<file path="config.mk">
export PLATFORM = sky130hd
export DESIGN_NAME = bcd_serial_addsub
export DESIGN_NICKNAME = d
export VERILOG_FILES = /design/src/rtl/bcd_serial_addsub.sv
export SDC_FILE = /design/constraint.sdc
export NUM_CORES = 1
export LEC_CHECK = 0
export CORE_MARGIN = 3
export CORE_UTILIZATION = 55
export DETAILED_ROUTE_END_ITERATION = 16
export GPL_ROUTABILITY_DRIVEN = 0
export GPL_TIMING_DRIVEN = 1
export HOLD_SLACK_MARGIN = 0.12
export PLACE_DENSITY = 0.8
export SYNTH_ARGS = -nofsm -noshare
export SYNTH_HDL_FRONTEND = slang
export SYNTH_SLANG_ARGS = --single-unit
</file>
<file path="constraint.sdc">
create_clock -name clk -period 7.3 [get_ports clk]
set_input_delay 0.73 -clock clk [delete_from_list [all_inputs] [get_ports clk]]
set_output_delay 0.73 -clock clk [all_outputs]
set_load 0.1 [all_outputs]
</file>
<file path="src/rtl/bcd_serial_addsub.sv">
// bcd_serial_addsub: multi-digit packed-BCD adder/subtractor, one decimal
// digit per clock, least-significant digit first. Subtraction uses ten's
// complement (a + (9..9 - b) + 1), so finalcarry=1 means "no borrow".
//
// Ports:
//   clk, rst        clock, synchronous active-high reset
//   start, sub      request (sampled in IDLE only), 0:a+b 1:a-b
//   a, b            packed BCD operands, digit 0 in bits [3:0]
//   busy            state != IDLE
//   done            one-cycle pulse, results valid from this cycle
//   sum             packed BCD result (held until next done or rst)
//   finalcarry      decimal carry out / not-borrow (held)
//   invalid         some operand digit was > 9 (held)
module bcd_serial_addsub #(
  parameter int DIGITS = 4
) (
  input  logic                  clk,
  input  logic                  rst,
  input  logic                  start,
  input  logic                  sub,
  input  logic [4*DIGITS-1:0]   a,
  input  logic [4*DIGITS-1:0]   b,
  output logic                  busy,
  output logic                  done,
  output logic [4*DIGITS-1:0]   sum,
  output logic                  finalcarry,
  output logic                  invalid
);
  localparam int W  = 4 * DIGITS;
  localparam int IW = (DIGITS > 1) ? $clog2(DIGITS) : 1;

  typedef enum logic [1:0] {IDLE, RUN, DONE} state_t;

  state_t          state, state_nx;
  logic [W-1:0]    a_r, b_r, shadow, shadow_nx;
  logic            sub_r, carry;
  logic [IW-1:0]   idx;

  logic            bad;
  logic [3:0]      a_dig, b_dig, bd, dig;
  logic [4:0]      t;
  logic            gt9, last;

  // Operand screen: any nibble above 9 in either input.
  always_comb begin
    bad = 1'b0;
    for (int i = 0; i < DIGITS; i++) begin
      if (a[4*i +: 4] > 4'd9 || b[4*i +: 4] > 4'd9) bad = 1'b1;
    end
  end

  // One-digit datapath on the latched operands.
  always_comb begin
    a_dig = a_r[4*int'(idx) +: 4];
    b_dig = b_r[4*int'(idx) +: 4];
    bd    = sub_r ? (4'd9 - b_dig) : b_dig;
    t     = {1'b0, a_dig} + {1'b0, bd} + {4'b0, carry};
    gt9   = (t > 5'd9);
    // +6 mod 16 skips the six unused codes; only the low nibble is kept.
    dig   = gt9 ? (t[3:0] + 4'd6) : t[3:0];
    last  = (idx == IW'(DIGITS - 1));
    shadow_nx = shadow;
    shadow_nx[4*int'(idx) +: 4] = dig;
  end

  always_comb begin
    state_nx = state;
    busy     = (state != IDLE);
    done     = (state == DONE);
    case (state)
      IDLE:    if (start) state_nx = bad ? DONE : RUN;
      RUN:     if (last)  state_nx = DONE;
      DONE:    state_nx = IDLE;
      default: state_nx = IDLE;
    endcase
  end

  // Visible results are loaded on the edge that enters DONE so they are
  // valid during the done cycle and untouched while a new run is going.
  always_ff @(posedge clk) begin
    if (rst) begin
      state      <= IDLE;
      a_r        <= '0;
      b_r        <= '0;
      sub_r      <= 1'b0;
      idx        <= '0;
      carry      <= 1'b0;
      shadow     <= '0;
      sum        <= '0;
      finalcarry <= 1'b0;
      invalid    <= 1'b0;
    end else begin
      state <= state_nx;
      case (state)
        IDLE: begin
          if (start) begin
            a_r   <= a;
            b_r   <= b;
            sub_r <= sub;
            idx   <= '0;
            if (bad) begin
              carry      <= 1'b0;
              sum        <= '0;
              finalcarry <= 1'b0;
              invalid    <= 1'b1;
            end else begin
              carry <= sub;  // the +1 of ten's complement
            end
          end
        end
        RUN: begin
          shadow <= shadow_nx;
          carry  <= gt9;
          idx    <= idx + 1'b1;
          if (last) begin
            sum        <= shadow_nx;
            finalcarry <= gt9;
            invalid    <= 1'b0;
          end
        end
        default: ;
      endcase
    end
  end
endmodule
</file>
==> metrics.md <==
| Metric | Value |
|---|---|
| Status | complete, no violations |
| Worst-case clock skew | 0.00915 ns |
| Post-synth EDFFs | 0 |
| Post-DP HPWL | 5920 um |
| CP startpoint | idx[0] |
| Non-filler cells, final | 525 |
| Initial Util | 57.6% |
| Total gr overflow | 0 |
| Syn nets | 449 |
| Placed insts | 509 |
| Post-route clock period utilization | 57.6% |
| Die Span Y | 85.2 um |
| Antenna Cells | 0 |
| Mean routed wirelength per cell | 15.7 um |
| Fin crit period | 4.20 ns |
| Post-route DRC violation count | 0 |
| Filler cell count | 497 |
| Top-count cell post-synth | nand2_1 |
| H-tree depth | 3 |
| Maxcap violations | 0 |
| Buffers and inverters on the worst path | 2 |
| Routed vias | 3027 |
| RSZ-0062 raised after global routing | no |
| Core Area | 5990 um^2 |
| Most instantiated cells after synthesis | nand2_1 (99), dfxtp_1 (72), a21oi_1 (56), inv_1 (16), clkbuf_1 (14) |
| Hold Path Class | flip-flop to flip-flop |
| Synth Warn # | 0 |
| Post-synth cell types | 58 |
| Crit-path cells | mux4_2 > xnor2_1 > fa_1 > inv_1 > fa_1 > xor2_2 > inv_1 > ha_1 > nand2_1 > o31ai_4 > nor3b_4 > o21ai_2 > nor3b_2 > a221o_1 |
| Synthesized instance count | 400 |
| PostCTS Resize Cnt | 0 |
| Arr. time, crit path | 4.45 ns |
| CTS tree | yes |
| Slowest-stage cell, CP | dfxtp_1 |
| Share of cells above drive strength 1 | 8.89% |
| Pre-CTS setup slack | 3.10 ns |
| Synth area leader | dfxtp_1 |
| Final nets | 494 |
| Peak VDD IR | 0.149 mV |
| Pwr dens | 222 nW/um^2 |
| Main area contributors after synthesis | dfxtp_1 (42%), nand2_1 (11%), a21oi_1 (8.1%), mux4_2 (5.2%), ha_1 (4.0%) |
| Pre-Repair DR Iteration Count | 5 |
| Vias in the first global route | 2948 |
| Area of the multi-input gates | 1830 um^2 |
| Synth top area share | 41.8% |
| Seq/Total Area, Yosys | 41.8% |
| Kind of critical path | flip-flop to flip-flop |
| Row Count | 28 |
| Finished Core Util | 70.3% |
| Vias per cell | 5.77 |
| Pleak | 1.56 nW |
| CP delay by family, top | flip-flops |
| Final ANT Viol Nets | 0 |
| Most used DFF post-synth | dfxtp_1 |
| Final Hold Fails | 0 |
| Crit path largest cell delay | 0.93 ns |
| Die span in x | 85.2 um |
| Slew Viols, Final | 0 |
| Mapped cell area | 3450 um^2 |
| Async S/R FF share, synth | 0% |
| Critical path capture point type | flip-flop |
| Clk Latency, worst-skew pair | 0.35 ns |
| Post-CTS Hold Fix Bufs | 0 |
| Slew margin rel. | 26.5% |
| Initial antenna violation count | 0 |
| Clock Sinks | 72 |
| Syn_area_per_cell | 8.62 um^2 |
| Post-CTS Repair Setup Buffers | 0 |
| Max Freq | 0.238 GHz |
| Startpoint Class | flip-flop |
| Post-route worst setup slack | 3.10 ns |
| Reg2reg start | idx[0] |
| #FFs+latches synth | 72 |
| HP Start | shadow[6] |
| Clk root buf | clkbuf_8 |
| PortBufs | 55 |
| Design Power | 0.000933 W |
| Gr usage total | 23.8% |
| DIE AREA | 7260 um^2 |
| Pin count of the biggest net entering global routing | 61 |
| Routed WL | 8230 um |
| Reg area | 1440 um^2 |
| Clock slew at reported path FFs | 0.08 ns |
| I/O pin total | 56 |
| Setup tns final | 0 ns |
| Crit-path max FO | 18 |
| Total CTS buffers | 9 |
| Worst Path Required | 7.55 ns |
| Worst-margin pin slew | 1.10 ns |
| DRT iter0 DRCs | 143 |
| Synthesis-to-layout area growth | 22.1% |
| Max clock buf depth | 2 |
| First-pass GRT wire length | 13700 um |
| Finish-stage setup viols | 0 |
placed cells by master, fill, tap and decap left out, types with 2 or more instances in the layout:
| cell type | n |
|---|---|
| nor2_1 | 11 |
| a32oi_1 | 2 |
| and2_1 | 2 |
| nor3b_1 | 3 |
| nor4b_1 | 2 |
| nand3_1 | 11 |
| nand2_1 | 99 |
| ha_1 | 11 |
| clkinvlp_4 | 2 |
| a31oi_1 | 4 |
| a22oi_1 | 3 |
| dfxtp_1 | 72 |
| a21oi_1 | 56 |
| nor2b_1 | 4 |
| clkdlybuf4s50_1 | 54 |
| a22o_1 | 2 |
| clkbuf_8 | 10 |
| fa_1 | 2 |
| o21ai_1 | 7 |
| nand3b_1 | 5 |
| nor3_1 | 2 |
| and3_1 | 2 |
| nand4_1 | 2 |
| o22ai_1 | 7 |
| a221o_1 | 4 |
| a211oi_1 | 3 |
| inv_1 | 16 |
| o31ai_1 | 3 |
| bufinv_16 | 2 |
| o21ai_0 | 8 |
| xnor2_1 | 2 |
| mux4_2 | 8 |
layer usage:
layer,part of all wire [%],wire length [um],track usage (%),up-vias
met5,0,0,0,-
met4,2.9,237,12.8,0
met3,5.5,449,3.59,24
met2,50,4130,40.5,111
met1,42,3420,28.8,1403
li1,-,-,-,1489
logic make-up (layout without fill, tap and decap cells):
kind of cell             count (synthesis)  in the layout  synth area share (%)
AND/OR/NAND/NOR                        154            154                  21.5
AO/OA/AOI/OAI                          107            107                  19.2
flip-flops                              72             72                  41.8
buffers and inverters                   40             90                  5.08
adder cells (fa/ha/maj)                 13             13                  5.15
multiplexers                            10             10                  5.84
XOR/XNOR                                 4              4                  1.45
where the power goes:
| group | total (W) | leakage (nW) | internal, W | switching [W] |
|---|---|---|---|---|
| clock | 0.000353 | 0.106 | 0.000201 | 0.000152 |
| sequential | 0.000418 | 0.588 | 0.000409 | 0.00000898 |
| combinational | 0.000162 | 0.868 | 0.0000625 | 0.0000999 |
per-stage QoR:
stage / area [um^2] / hold slack, ns
floorplan: 3450 / 0.415
global placement: 3990 / 0.426
detailed placement: 3990 / 0.439
CTS: 4210 / 0.451
global route: 4210 / 0.469
finish: 4210 / 0.452
worst paths after layout:
path,cells after the start,to,slack (ns)
max,14,sum[14],3.10
min,2,shadow[6],0.45
max reg2reg,14,sum[14],3.10
min reg2reg,2,shadow[6],0.45
flip-flops by register name, summed over array words and instances (netlist names):
register and count:
sub_r 1, b_r 16, a_r 16, sum 16, shadow 16, idx 2, invalid 1, finalcarry 1
carry 1, state 2
layout make-up:
type | instances | area share (%)
timing repair buffer | 56 | 13.1
clock inverter | 5 | 1.90
inverter | 18 | 1.66
multi-input combinational | 288 | 43.5
tap | 75 | 2.23
sequential | 72 | 34.2
clock buffer | 11 | 3.36
worst reg2reg max path, delay by kind of cell, from the launching register on:
family                     cells  cell delay (ns)
AOI/OAI and AO/OA              3             0.53
xor gates and xnor gates       2             0.49
adders and majority gates      3             0.86
buffers and inverters          2             0.15
DFF                            1             0.93
muxes                          1             0.61
and+or+nand+nor                3             0.53
No activity file was read; power rests on OpenSTA's default activity.
